File: src/rtl/serial_compare_ctrl.sv
`default_nettype none
// ============================================================================
// Module      : serial_compare_ctrl
// Description : Serial unsigned magnitude comparator, one 2-bit slice per
//               cycle, MSB slice first. Build option CMP_EARLY_EXIT_EN ends
//               the compare at the first unequal slice.
// Revision    : 1.0 - initial release
// ============================================================================
module serial_compare_ctrl #(
  parameter int WIDTH = 8
) (
  input  logic             clk,
  input  logic             rst,
  input  logic             start,
  input  logic [WIDTH-1:0] a_in,
  input  logic [WIDTH-1:0] b_in,
  output logic             busy,
  output logic             done,
  output logic             gt,
  output logic             eq,
  output logic             lt
);

  localparam int c_SLICES = WIDTH / 2;
  localparam int c_IDX_W  = (c_SLICES > 1) ? $clog2(c_SLICES) : 1;
  localparam logic [c_IDX_W-1:0] c_LAST_IDX = c_IDX_W'(c_SLICES - 1);

  typedef enum logic [1:0] {
    ST_IDLE = 2'd0,
    ST_RUN  = 2'd1,
    ST_DONE = 2'd2
  } state_t;

  state_t             r_state, w_state_nxt;
  logic [WIDTH-1:0]   r_a, r_b, w_a_nxt, w_b_nxt;
  logic [c_IDX_W-1:0] r_idx, w_idx_nxt;
  logic               r_gt, r_eq, r_lt;
  logic               w_gt_nxt, w_eq_nxt, w_lt_nxt;

  logic [1:0] w_sa, w_sb;
  logic       w_sl_gt, w_sl_eq, w_sl_lt;

  // 2-bit magnitude comparator on the current slice
  always_comb begin
    w_sa    = r_a[{r_idx, 1'b0} +: 2];
    w_sb    = r_b[{r_idx, 1'b0} +: 2];
    w_sl_eq = ~(w_sa[1] ^ w_sb[1]) & ~(w_sa[0] ^ w_sb[0]);
    w_sl_gt = (w_sa[1] & ~w_sb[1]) | (~(w_sa[1] ^ w_sb[1]) & w_sa[0] & ~w_sb[0]);
    w_sl_lt = (~w_sa[1] & w_sb[1]) | (~(w_sa[1] ^ w_sb[1]) & ~w_sa[0] & w_sb[0]);
  end

  always_comb begin
    w_state_nxt = r_state;
    w_a_nxt     = r_a;
    w_b_nxt     = r_b;
    w_idx_nxt   = r_idx;
    w_gt_nxt    = r_gt;
    w_eq_nxt    = r_eq;
    w_lt_nxt    = r_lt;
    case (r_state)
      ST_IDLE, ST_DONE: begin
        if (start) begin
          w_a_nxt     = a_in;
          w_b_nxt     = b_in;
          w_idx_nxt   = c_LAST_IDX;
          w_gt_nxt    = 1'b0;
          w_eq_nxt    = 1'b0;
          w_lt_nxt    = 1'b0;
          w_state_nxt = ST_RUN;
        end else begin
          w_state_nxt = ST_IDLE;
        end
      end
      ST_RUN: begin
`ifdef CMP_EARLY_EXIT_EN
        if (!w_sl_eq) begin
          w_gt_nxt    = w_sl_gt;
          w_lt_nxt    = w_sl_lt;
          w_eq_nxt    = 1'b0;
          w_state_nxt = ST_DONE;
        end else if (r_idx == '0) begin
          w_eq_nxt    = 1'b1;
          w_state_nxt = ST_DONE;
        end else begin
          w_idx_nxt = r_idx - 1'b1;
        end
`else
        // Once a slice has decided gt/lt, lower slices only run out the clock.
        if (!w_sl_eq && !r_gt && !r_lt) begin
          w_gt_nxt = w_sl_gt;
          w_lt_nxt = w_sl_lt;
        end
        if (r_idx == '0) begin
          w_eq_nxt    = w_sl_eq & ~r_gt & ~r_lt;
          w_state_nxt = ST_DONE;
        end else begin
          w_idx_nxt = r_idx - 1'b1;
        end
`endif
      end
      default: w_state_nxt = ST_IDLE;
    endcase
  end

  always_ff @(posedge clk) begin
    if (rst) begin
      r_state <= ST_IDLE;
      r_a     <= '0;
      r_b     <= '0;
      r_idx   <= '0;
      r_gt    <= 1'b0;
      r_eq    <= 1'b0;
      r_lt    <= 1'b0;
    end else begin
      r_state <= w_state_nxt;
      r_a     <= w_a_nxt;
      r_b     <= w_b_nxt;
      r_idx   <= w_idx_nxt;
      r_gt    <= w_gt_nxt;
      r_eq    <= w_eq_nxt;
      r_lt    <= w_lt_nxt;
    end
  end

  assign busy = (r_state == ST_RUN);
  assign done = (r_state == ST_DONE);
  assign gt   = r_gt;
  assign eq   = r_eq;
  assign lt   = r_lt;

endmodule
`default_nettype wire

File: config.mk
export PLATFORM = sky130hd
export DESIGN_NAME = serial_compare_ctrl
export DESIGN_NICKNAME = d
export VERILOG_FILES = /design/src/rtl/serial_compare_ctrl.sv
export SDC_FILE = /design/constraint.sdc
export NUM_CORES = 1
export LEC_CHECK = 0
export ABC_AREA = 0
export CAP_MARGIN = 40
export CORE_MARGIN = 2
export CORE_UTILIZATION = 40
export DETAILED_ROUTE_END_ITERATION = 8
export GPL_ROUTABILITY_DRIVEN = 0
export PLACE_DENSITY_LB_ADDON = 0.25
export SLEW_MARGIN = 10
export SYNTH_ARGS = -nofsm -noshare
export SYNTH_HDL_FRONTEND = slang
export SYNTH_SLANG_ARGS = --single-unit
File: constraint.sdc
create_clock -name clk -period 1.65 [get_ports clk]
set_input_delay 0.33 -clock clk [delete_from_list [all_inputs] [get_ports clk]]
set_output_delay 0.33 -clock clk [all_outputs]
set_load 0.1 [all_outputs]
Yosys cells after proc, flatten, opt, wreduce, memory -nomap -nowiden
Index checks and enable logic that the tools add are counted.
Storage, ports and cells
  flip-flop bits (word level): 23
  latch bits: 0
  RAM bits: 0
  bits in read-only memories: 0
  input bits: 19
  word-level logic and storage cells: 63
  memories kept: 0
Cells by class
  $add $sub $neg: 1
  multipliers: 0
  divide/modulo/power cells: 0
  order comparisons: 0
  eq/ne operators: 6
  shift-type cells: 2
  muxes and demuxes: 13
  bitwise gates (word level): 21
  reductions and logical operators: 13
Operators by type and width (count)
  $shiftx A8 B4 Y2: 2
  $and A1 B1 Y1: 9
  $reduce_and A3 Y1: 3
  $not A1 Y1: 8
  $pmux W2 S2: 2
  $mux W2: 3
  $pmux W1 S2: 3
  $mux W1: 5
  $logic_not A2 Y1: 2
  $ne A2 B1 Y1 const B: 2
  $ne A2 B2 Y1 const B: 2
  $logic_not A1 Y1: 3
  $eq A2 B1 Y1 const B: 1
  $eq A2 B2 Y1 const B: 1
  $logic_and A1 B1 Y1: 2
  $or A1 B1 Y1: 2
  $reduce_and A2 Y1: 1
  $reduce_bool A2 Y1: 1
  $reduce_or A2 Y1: 1
  $sub A2 B1 Y2 const B: 1
  $xor A1 B1 Y1: 2

Logic depth before layout (Yosys ltp)
Gate-level depths: netlist of run 1.
  depth in word-level cells: 9
  mapped depth: 7
  gate-level depth less buffers: 6

Worst setup path after synthesis of run 1
Ideal clock, no wire load.
  path kind: register -> output
  start: register r_state[0]
  end: output port done
  arrival: 1652 ps
  path slack: -332 ps
  cell stages (with the launch flop): 2
  buffers on the path: 0
  path through: dfxtp_1 > nor2b_1
Between the ends
  cells in the longest elaborated chain, start to end: 1
RTL lines
  start, declared: RTL line 34  | state_t r_state, w_state_nxt;
  start signal, assigned: RTL line 115  | r_state <= w_state_nxt;
  $eq A2 B2 Y1: RTL line 126  | assign done = (r_state == ST_DONE);
  end, declared: RTL line 18  | output logic done,
Every way passes these cells.

Worst setup path in the final report of run 1
  start: register r_idx[0]
  end: register r_gt (netlist: gt)
Between the ends
  cells in the longest elaborated chain, start to end: 9
  elaborated cells between the ends (all ways): 20
RTL lines
  start, declared: RTL line 36  | logic [c_IDX_W-1:0] r_idx, w_idx_nxt;
  start signal, assigned: RTL line 118  | r_idx <= w_idx_nxt;
  $shiftx A8 B4 Y2 (on tied branches): RTL line 45, 46
  $xor A1 B1 Y1 (on tied branches): RTL line 47, 48
  $not A1 Y1 (on tied branches): RTL line 47, 48
  $and A1 B1 Y1: RTL line 47  | w_sl_eq = ~(w_sa[1] ^ w_sb[1]) & ~(w_sa[0] ^ w_sb[0]);
  $logic_not A1 Y1: RTL line 89  | if (!w_sl_eq && !r_gt && !r_lt) begin
  $logic_and A1 B1 Y1 (2 in a row): RTL line 89
  $ne A2 B1 Y1 (no source line)
  $reduce_and A3 Y1 (no source line)
  end signal, assigned: RTL line 119  | r_gt <= w_gt_nxt;
  end, declared: RTL line 37  | logic r_gt, r_eq, r_lt;
Several ways; a longest one is shown, not always the timed one. The select of a mux whose other input is x is not followed.
A chain may end at the register's enable or synchronous reset.

==> results of run 1 <==
## synth_stat cells (all sizes together)
library cell / count
nor2b: 4
nand2b: 2
nand2: 35
dfxtp: 23
nand3: 2
a32oi: 2
buf: 1
nor4: 1
o211ai: 2
ha: 3
nor3: 2
o31ai: 1
clkbuf: 6
mux4: 4
inv: 6
a21oi: 16
nor2: 5
a211oi: 2
## routing by layer
layer / track usage / wire length (um)
met5: 0 / 0
met4: 0.0488 / 27
met3: 0.0323 / 82
met2: 0.294 / 1060
met1: 0.193 / 902
## cell type report
cell class / count / area, sq um / share of cell area
clock buffer: 3 / 22.5 / 0.0159
clock inverter: 1 / 5.00 / 0.00353
timing repair buffer: 29 / 338 / 0.239
multi-input combinational: 81 / 527 / 0.372
inverter: 6 / 22.5 / 0.0159
sequential: 23 / 464 / 0.328
tap: 30 / 37.5 / 0.0265
## sequential cells by signal, indices dropped and copies added (netlist names)
| register | flops |
|---|---|
| r_idx | 2 |
| lt | 1 |
| gt | 1 |
| r_a | 8 |
| eq | 1 |
| r_state | 2 |
| r_b | 8 |
## cell usage in the layout, fill, tap and decap left out
cell type and n:
o211ai_1 2, nor2b_4 2, mux4_2 4, nand2_1 35, dfxtp_4 1, nor4_4 1
o31ai_2 1, buf_4 5, nor2_1 5, ha_4 1, a211oi_1 2, a32oi_1 2
ha_1 2, nor2b_2 1, inv_1 4, nor2b_1 1, clkinv_2 1, nand3_1 2
clkbuf_4 3, dfxtp_1 22, clkdlybuf4s50_1 18, nor3_1 2, a21oi_1 16, buf_12 6
inv_2 2, nand2b_1 2
## logic make-up after synthesis
logic type               after synthesis  share of synthesized area
AND/OR/NAND/NOR                       51                      0.236
AO/OA/AOI/OAI                         23                      0.135
flip-flops                            23                      0.444
buffers and inverters                 13                     0.0543
multiplexers                           4                     0.0942
adder cells (fa/ha/maj)                3                     0.0362
## tightest hold or removal path, cell delays in order, from the launching register on
cell	delay, ps
dfxtp_1	330
nand2_1	50
a21oi_1	50
## report_power, final
group          leakage, nW  internal, mW  total, mW  switching [mW]
Clock               0.0177        0.0903      0.255           0.165
Sequential           0.189         0.593      0.623          0.0297
Combinational        0.342         0.159      0.326           0.166
Total                0.549         0.843       1.20           0.361
## worst min path at each step
stage | from | to | cells past startpoint
final | r_a[5] | r_a[5] | 2
after global routing | r_b[0] | r_b[0] | 2
after CTS | r_a[2] | r_a[2] | 2
after detailed placement | r_a[2] | r_a[2] | 2
after global placement | r_a[4] | r_a[4] | 2
after floorplan | r_a[3] | r_a[3] | 2
## what timing repair did
| item | in CTS | in global routing |
|---|---|---|
| hold endpoints to repair | 0 | 0 |
| endpoints found under the setup margin | 2 | 2 |
| hold buffers | 0 | 0 |
| gates resized for setup | 1 | 4 |
| setup buffers | 0 | 1 |
| pin swaps | 0 | 4 |
## through the flow
step                power [mW]  setup TNS, ps  utilization  cell area (sq um)
CTS                       1.20              0        0.574               1410
detailed placement       0.952         -0.843        0.563               1380
global placement         0.943              0        0.563               1380
finish                    1.20              0        0.577               1420
floorplan                0.830              0            -               1050
global route              1.27          -53.2        0.577               1420
==> flow_summary.ini, run 1 <==
[worst_setup_path]
reg2reg_from = r_idx[0]
endpoint = gt
r2r_cells = 5
critPathArrivalTime_ps = 1800
end_kind = flip-flop
r2r-end = gt
path_delay_family = multiplexers
path_class = flip-flop to flip-flop
path_cells = buf_4 -> mux4_2 -> nor2b_4 -> a32oi_1 -> nand2_1
crit_slowest_cell = mux4_2
path_max_fanout = 5
path_buf_inv = 1
cp-startpoint = r_idx[0]
r2r_setup_slack_ps = 60
worstPathRequired_ps = 1860
cp.depth = 5
start_kind = flip-flop
critPathMaxStageDelay_ps = 560

[sta]
setup_viol = 0
fin_crit_sh = 0.964
setup_ws_ps = 58.8
rsz0062_at_grt = true
slew_headroom = 0.777
fmax_mhz = 628
holdWs_ps = 461
tightest_slew_ps = 332
final_hold_viol_count = 0
drv_slew = 0
skew_ps = 2.89
fin_crit_ps = 1590

[route]
finalWirelength_um = 2070
ant_nets = 0
drc = 0
vias_per_cell = 5.02
routedWlPerCell_um = 12.0
vias = 868
first_pass_iters = 4
drt_iter0_markers = 6

[floorplanning]
die_y_um = 54.9
rows = 18
dieArea_sq_um = 3010
start_util = 0.422
die_w_um = 54.9
ios = 24
coreArea_sq_um = 2450

[clocking]
numCtsBuffers = 3
htree_levels = 1
cts_tree = built
cts_sinks = 23
ctsRootBufferMaster = clkbuf_4
clockBufferDepth = 2
clkLatencyLatePin_ps = 300
cts.clk_slew.worst_paths_ps = 120

[global_route]
overflow = 0
grt_use_total = 0.162
grt_pass1_vias = 840
grt_pass1_wl_um = 3530
grt_max_degree = 21
antenna_found_initial = 0

[placed_design]
portBuffers = 23
place_hpwl_um = 1560
place_ws_ps = -0.843
place_inst = 168

[yosys]
synthTopCellsByArea = dfxtp_1 (44%), nand2_1 (13%), a21oi_1 (7.7%)
yosys_warnings = 0
synth_cell_type_count = 20
syn_nets = 139
ys_ff_latch = 23
synth_top_cell_area_share = 0.444
syn_area_per_cell_sq_um = 8.85
ys_seq_area_frac = 0.444
yosysTopAreaCell = dfxtp_1
netlist_instances = 117
netlist_area_sq_um = 1040

[cells_and_area]
syn_to_final_growth_pct = 36.7
insertedDiodeCount = 0
finalNetCount = 166
drive_gt1_frac = 0.196
final_cells = 173
n_fill_cell = 235

[pwr]
vdd_ir_drop_max_mv = 0.561
p_leak_nw = 0.549
powerDensity_nw_per_um2 = 850

[outcome]
status = finished clean

[hold_path]
hold_path_class = flip-flop to flip-flop

[job]
drv_cap = 0
Note: power is estimated with default switching activity, not from simulation.
==> run 2: changes to the inputs <==
--- a/config.mk
+++ b/config.mk
@@ -11,6 +11,7 @@
 export CORE_UTILIZATION = 40
 export DETAILED_ROUTE_END_ITERATION = 8
 export GPL_ROUTABILITY_DRIVEN = 0
+export MAX_ROUTING_LAYER = met4
 export PLACE_DENSITY_LB_ADDON = 0.25
 export SLEW_MARGIN = 10
 export SYNTH_ARGS = -nofsm -noshare
==> run 2 against run 1 <==
  * Clock power increased by 2%
  * First-iteration DRC count up 33%
  * Non-clock buffer count unchanged
  * Clock-buffer cell count unchanged
  * Hold slack hardly changed
  * Utilization stayed put
  * Critical endpoint unchanged
  * Final cell count unchanged
  * Critical path depth stayed put
  * Combinational power about the same
  * Sequential power about the same
  * Critical path type unchanged
  * Global-route usage up 0.45 points
==> flow_summary.ini, run 2 (synthesis gave the netlist of run 1 again) <==
[sta]
skew_ps = 6.50
final_hold_viol_count = 0
tightest_slew_ps = 333
rsz0062_at_grt = true
totalNegativeSetupSlack_ps = 0
fmax_mhz = 628
fin_crit_ps = 1590
fin_crit_sh = 0.965
slew_headroom = 0.777
drv_slew = 0
setup_viol = 0

[placed_design]
place_hpwl_um = 1560
portBuffers = 23
place_inst = 168
dpl_cell_area_sq_um = 1380

[pwr]
vdd_ir_drop_max_mv = 0.563
powerDensity_nw_per_um2 = 852
power_mw = 1.21
p_leak_nw = 0.549

[clocking]
cts_sinks = 23
clockBufferDepth = 2
clkLatencyLatePin_ps = 300
htree_levels = 1
numCtsBuffers = 3
cts.clk_slew.worst_paths_ps = 130
ctsRootBufferMaster = clkbuf_4
cts_tree = built

[worst_setup_path]
critPathArrivalTime_ps = 1810
critPathMaxStageDelay_ps = 560
crit_slowest_cell = mux4_2
path_cells = buf_4 -> mux4_2 -> nor2b_4 -> a32oi_1 -> nand2_1
end_kind = flip-flop
worstPathRequired_ps = 1860
path_class = flip-flop to flip-flop
path_max_fanout = 5
start_kind = flip-flop

[floorplanning]
coreArea_sq_um = 2450
die_w_um = 54.9
ios = 24
rows = 18
start_util = 0.422
die_y_um = 54.9
dieArea_sq_um = 3010

[job]
drv_cap = 0

[cells_and_area]
drive_gt1_frac = 0.196
finalNetCount = 166
insertedDiodeCount = 0
largestRegisters = r_a x8, r_b x8
final_cells = 173
final_cell_mix = nand2_1 (35), dfxtp_1 (22), clkdlybuf4s50_1 (18), a21oi_1 (16), buf_12 (6)
final_area_sq_um = 1420
final_util = 0.577
syn_to_final_growth_pct = 36.7
layout_commonest_cell = nand2_1

[global_route]
grt_use_total = 0.167
antenna_found_initial = 0
grt_pass1_wl_um = 3530
grt_max_degree = 21
overflow = 0
grt_pass1_vias = 842

[route]
ant_nets = 0
drc = 0
top_layer = met4
drt-met1-wl_um = 907
routedWlPerCell_um = 12.0
vias_per_cell = 5.04
finalWirelength_um = 2080
wl_met2_um = 1070
drt_iter0_markers = 8
vias = 872
met3_length_um = 78
first_pass_iters = 4

[outcome]
status = finished clean

[hold_path]
hold_path_class = flip-flop to flip-flop
[run 2: cell counts in the layout (fill, tap and decap cells not counted)]
Identical to the previous run, type by type.
[run 2: worst paths after layout]
check        slack, ps  cells past startpoint  endpoint  startpoint
max reg2reg         60                      5        gt    r_idx[0]
min                460                      2    r_a[5]      r_a[5]
max                 60                      5        gt    r_idx[0]
min reg2reg        460                      2    r_a[5]      r_a[5]
[run 2: cell type report]
class | count | area [sq um]
tap | 30 | 37.5
multi-input combinational | 81 | 527
clock inverter | 1 | 5.00
clock buffer | 3 | 22.5
fill | 235 | 1040
inverter | 6 | 22.5
sequential | 23 | 464
timing repair buffer | 29 | 338
[run 2: power breakdown]
group	switching (mW)	internal, mW
logic	0.166	0.159
clock network	0.168	0.0903
registers	0.0298	0.593
[run 2: worst max-delay path: cells and delay by family (launching register included)]
kind	cells	cell delay, ps
mux	1	560
flops	1	390
simple gates	2	230
compound gates	1	180
buf+inv	1	150
[run 2: per-layer routing]
metal	GRT usage	vias up
li1	-	445
met1	0.193	408
met2	0.294	17
met3	0.0323	2
met4	0.0488	0
met5	-	-
[run 2: timing repair]
| action | in CTS | in global routing |
|---|---|---|
| hold buffers | 0 | 0 |
| pin swaps | 0 | 4 |
| endpoints found under the setup margin | 2 | 2 |
| gates resized for setup | 1 | 4 |
| setup buffers | 0 | 1 |
[run 2: stage by stage]
step	setup slack (ps)	hold WS [ps]
after floorplan	0.223	432
after global placement	38.7	444
after detailed placement	-0.843	447
after CTS	21.9	465
after global routing	-32.0	482
final	57.9	461
==> run 3: changes to the inputs <==
--- a/config.mk
+++ b/config.mk
@@ -5,7 +5,7 @@
 export SDC_FILE = /design/constraint.sdc
 export NUM_CORES = 1
 export LEC_CHECK = 0
-export ABC_AREA = 0
+export ABC_AREA = 1
 export CAP_MARGIN = 40
 export CORE_MARGIN = 2
 export CORE_UTILIZATION = 40
==> run 3 against run 2 <==
  * Wire length increased by 18%
  * First-iteration DRC count increased to 2.5 times the previous value
  * Global-route usage about the same
  * Utilization about the same
  * Clock skew is 0.84 ps higher
  * Die area grew 8.2%
  * Area after synthesis up 8.8%
  * Maximum frequency up 0.59%
  * Final cell count grew 28%
  * Flip-flop and latch count is the same
  * Hold slack improved by 29 ps
  * Largest power group unchanged
  * Highest routed layer unchanged
==> flow_summary.ini, run 3 <==
[outcome]
status = finished clean

[floorplanning]
start_util = 0.416
die_y_um = 57.1
rows = 19
ios = 24
coreArea_sq_um = 2710
dieArea_sq_um = 3260
die_w_um = 57.1

[cells_and_area]
final_area_sq_um = 1560
insertedDiodeCount = 0
register_area_sq_um = 464
multi_input_area_sq_um = 628
drive_gt1_frac = 0.220
final_cell_mix = nor2_1 (36), nand2_1 (27), dfxtp_1 (22), clkdlybuf4s50_1 (18), o21ai_0 (16)
finalNetCount = 214
n_fill_cell = 254
layout_commonest_cell = nor2_1
final_cells = 222
syn_to_final_growth_pct = 38.7
largestRegisters = r_a x8, r_b x8

[placed_design]
place_inst = 216
portBuffers = 23
dpl_cell_area_sq_um = 1460
place_hpwl_um = 1840

[hold_path]
min_from = r_a[4]
hold_depth = 2
hold_end = r_a[4]
hold_path_class = flip-flop to flip-flop

[clocking]
ctsRootBufferMaster = clkbuf_4
cts_sinks = 23
clkLatencyLatePin_ps = 310
htree_levels = 1
cts.clk_slew.worst_paths_ps = 130
cts_tree = built
clockBufferDepth = 2
numCtsBuffers = 3

[route]
finalWirelength_um = 2450
routedWlPerCell_um = 11.0
drt_iter0_markers = 20
ant_nets = 0
drc = 0
first_pass_iters = 4
vias_per_cell = 5.00
vias = 1111

[pwr]
p_int_mw = 0.923
p_leak_nw = 0.677
seqPwrFrac = 0.450
p_sw_frac = 0.357
p_switching_mw = 0.512
pwr-share-comb = 0.368
power_mw = 1.44
p_clk_frac = 0.182
powerDensity_nw_per_um2 = 918
vdd_ir_drop_max_mv = 0.641

[worst_setup_path]
reg2reg_from = r_idx[0]
r2r_setup_slack_ps = 70
path_max_fanout = 6
r2r_cells = 9
worstPathRequired_ps = 1880
start_kind = flip-flop
critPathArrivalTime_ps = 1810
end_kind = flip-flop
path_class = flip-flop to flip-flop
r2r-end = r_idx[0]

[yosys]
netlist_area_sq_um = 1130
yosysTopAreaCell = dfxtp_1
netlist_instances = 161
ys_seq_area_frac = 0.408
async_flop_share = 0
synth-edff-count = 0
synthTopCellsByArea = dfxtp_1 (41%), nor2_1 (12%), nand2_1 (9.0%)
ys.flop_type = dfxtp_1
synth_common_cells = nor2_1 (37), nand2_1 (27), dfxtp_1 (23)
synth_most_common_cell = nor2_1
syn_area_per_cell_sq_um = 7.00
ys_ff_latch = 23
yosys_warnings = 0
synth_top_cell_area_share = 0.408
syn_nets = 183
synth_cell_type_count = 22

[sta]
holdWs_ps = 489
fin_crit_sh = 0.959
fmax_mhz = 632
final_hold_viol_count = 0
rsz0062_at_grt = true
slew_headroom = 0.821
drv_slew = 0
setup_viol = 0
tightest_slew_ps = 268
skew_ps = 7.33
fin_crit_ps = 1580

[global_route]
grt_pass1_vias = 1062
grt_max_degree = 20
antenna_found_initial = 0
overflow = 0
grt_pass1_wl_um = 4200
grt_use_total = 0.167

[job]
drv_cap = 0
[run 3: critical path, cell delays in order (launching register included)]
cell      delay [ps]
dfxtp_4          410
inv_4             50
buf_4            130
buf_4            140
ha_1             230
nor2_1           180
nor2_1            90
inv_2             70
nor2_1            50
a211oi_2         150
[run 3: cell type report]
type                       instances  share of cell area
timing repair buffer              31               0.218
sequential                        23               0.297
multi-input combinational        117               0.402
clock buffer                       3              0.0144
clock inverter                     1             0.00320
tap                               31              0.0248
inverter                          16              0.0416
[run 3: cells by family (layout without fill, tap and decap cells)]
kind of cell | count (synthesis) | after routing | synth area share
buffers and inverters | 21 | 51 | 0.0799
flip-flops | 23 | 23 | 0.408
adder cells (fa/ha/maj) | 3 | 3 | 0.0333
AND/OR/NAND/NOR | 84 | 84 | 0.333
AO/OA/AOI/OAI | 30 | 30 | 0.145
[run 3: power by group through the flow]
stage          registers, mW  clock network, mW  logic [mW]
6_report               0.646              0.261       0.528
5_1_grt                0.654              0.281       0.580
4_1_cts                0.643              0.266       0.468
3_5_place_dp           0.655                  0       0.466
3_3_place_gp           0.654                  0       0.453
2_1_floorplan          0.698                  0       0.264
[run 3: repair_timing]
action | in CTS | in global routing
gates resized for setup | 1 | 11
buffers inserted | 0 | 2
endpoints found under the setup margin | 2 | 3
hold buffers | 0 | 0
pin swaps | 0 | 2
[run 3: worst max path at each step]
stage / startpoint / end / depth (start not counted)
final: r_idx[0] / r_idx[0] / 9
after global routing: r_idx[0] / lt / 9
after CTS: r_idx[0] / gt / 9
after detailed placement: r_idx[0] / gt / 9
after global placement: r_idx[0] / lt / 9
after floorplan: r_idx[0] / gt / 9
[run 3: per-stage QoR]
stage	setup slack (ps)	setup TNS, ps	utilization
after floorplan	58.0	0	-
after global placement	87.3	0	0.540
after detailed placement	0.769	0	0.540
after CTS	7.35	0	0.551
after global routing	-12.1	-12.1	0.577
final	67.1	0	0.577
[run 3: metal layers]
| layer | global-route usage | wire (um) | vias up |
|---|---|---|---|
| li1 | - | - | 575 |
| met1 | 0.181 | 1050 | 509 |
| met2 | 0.309 | 1270 | 23 |
| met3 | 0.0204 | 108 | 4 |
| met4 | 0.0598 | 27 | 0 |
| met5 | - | 0 | - |
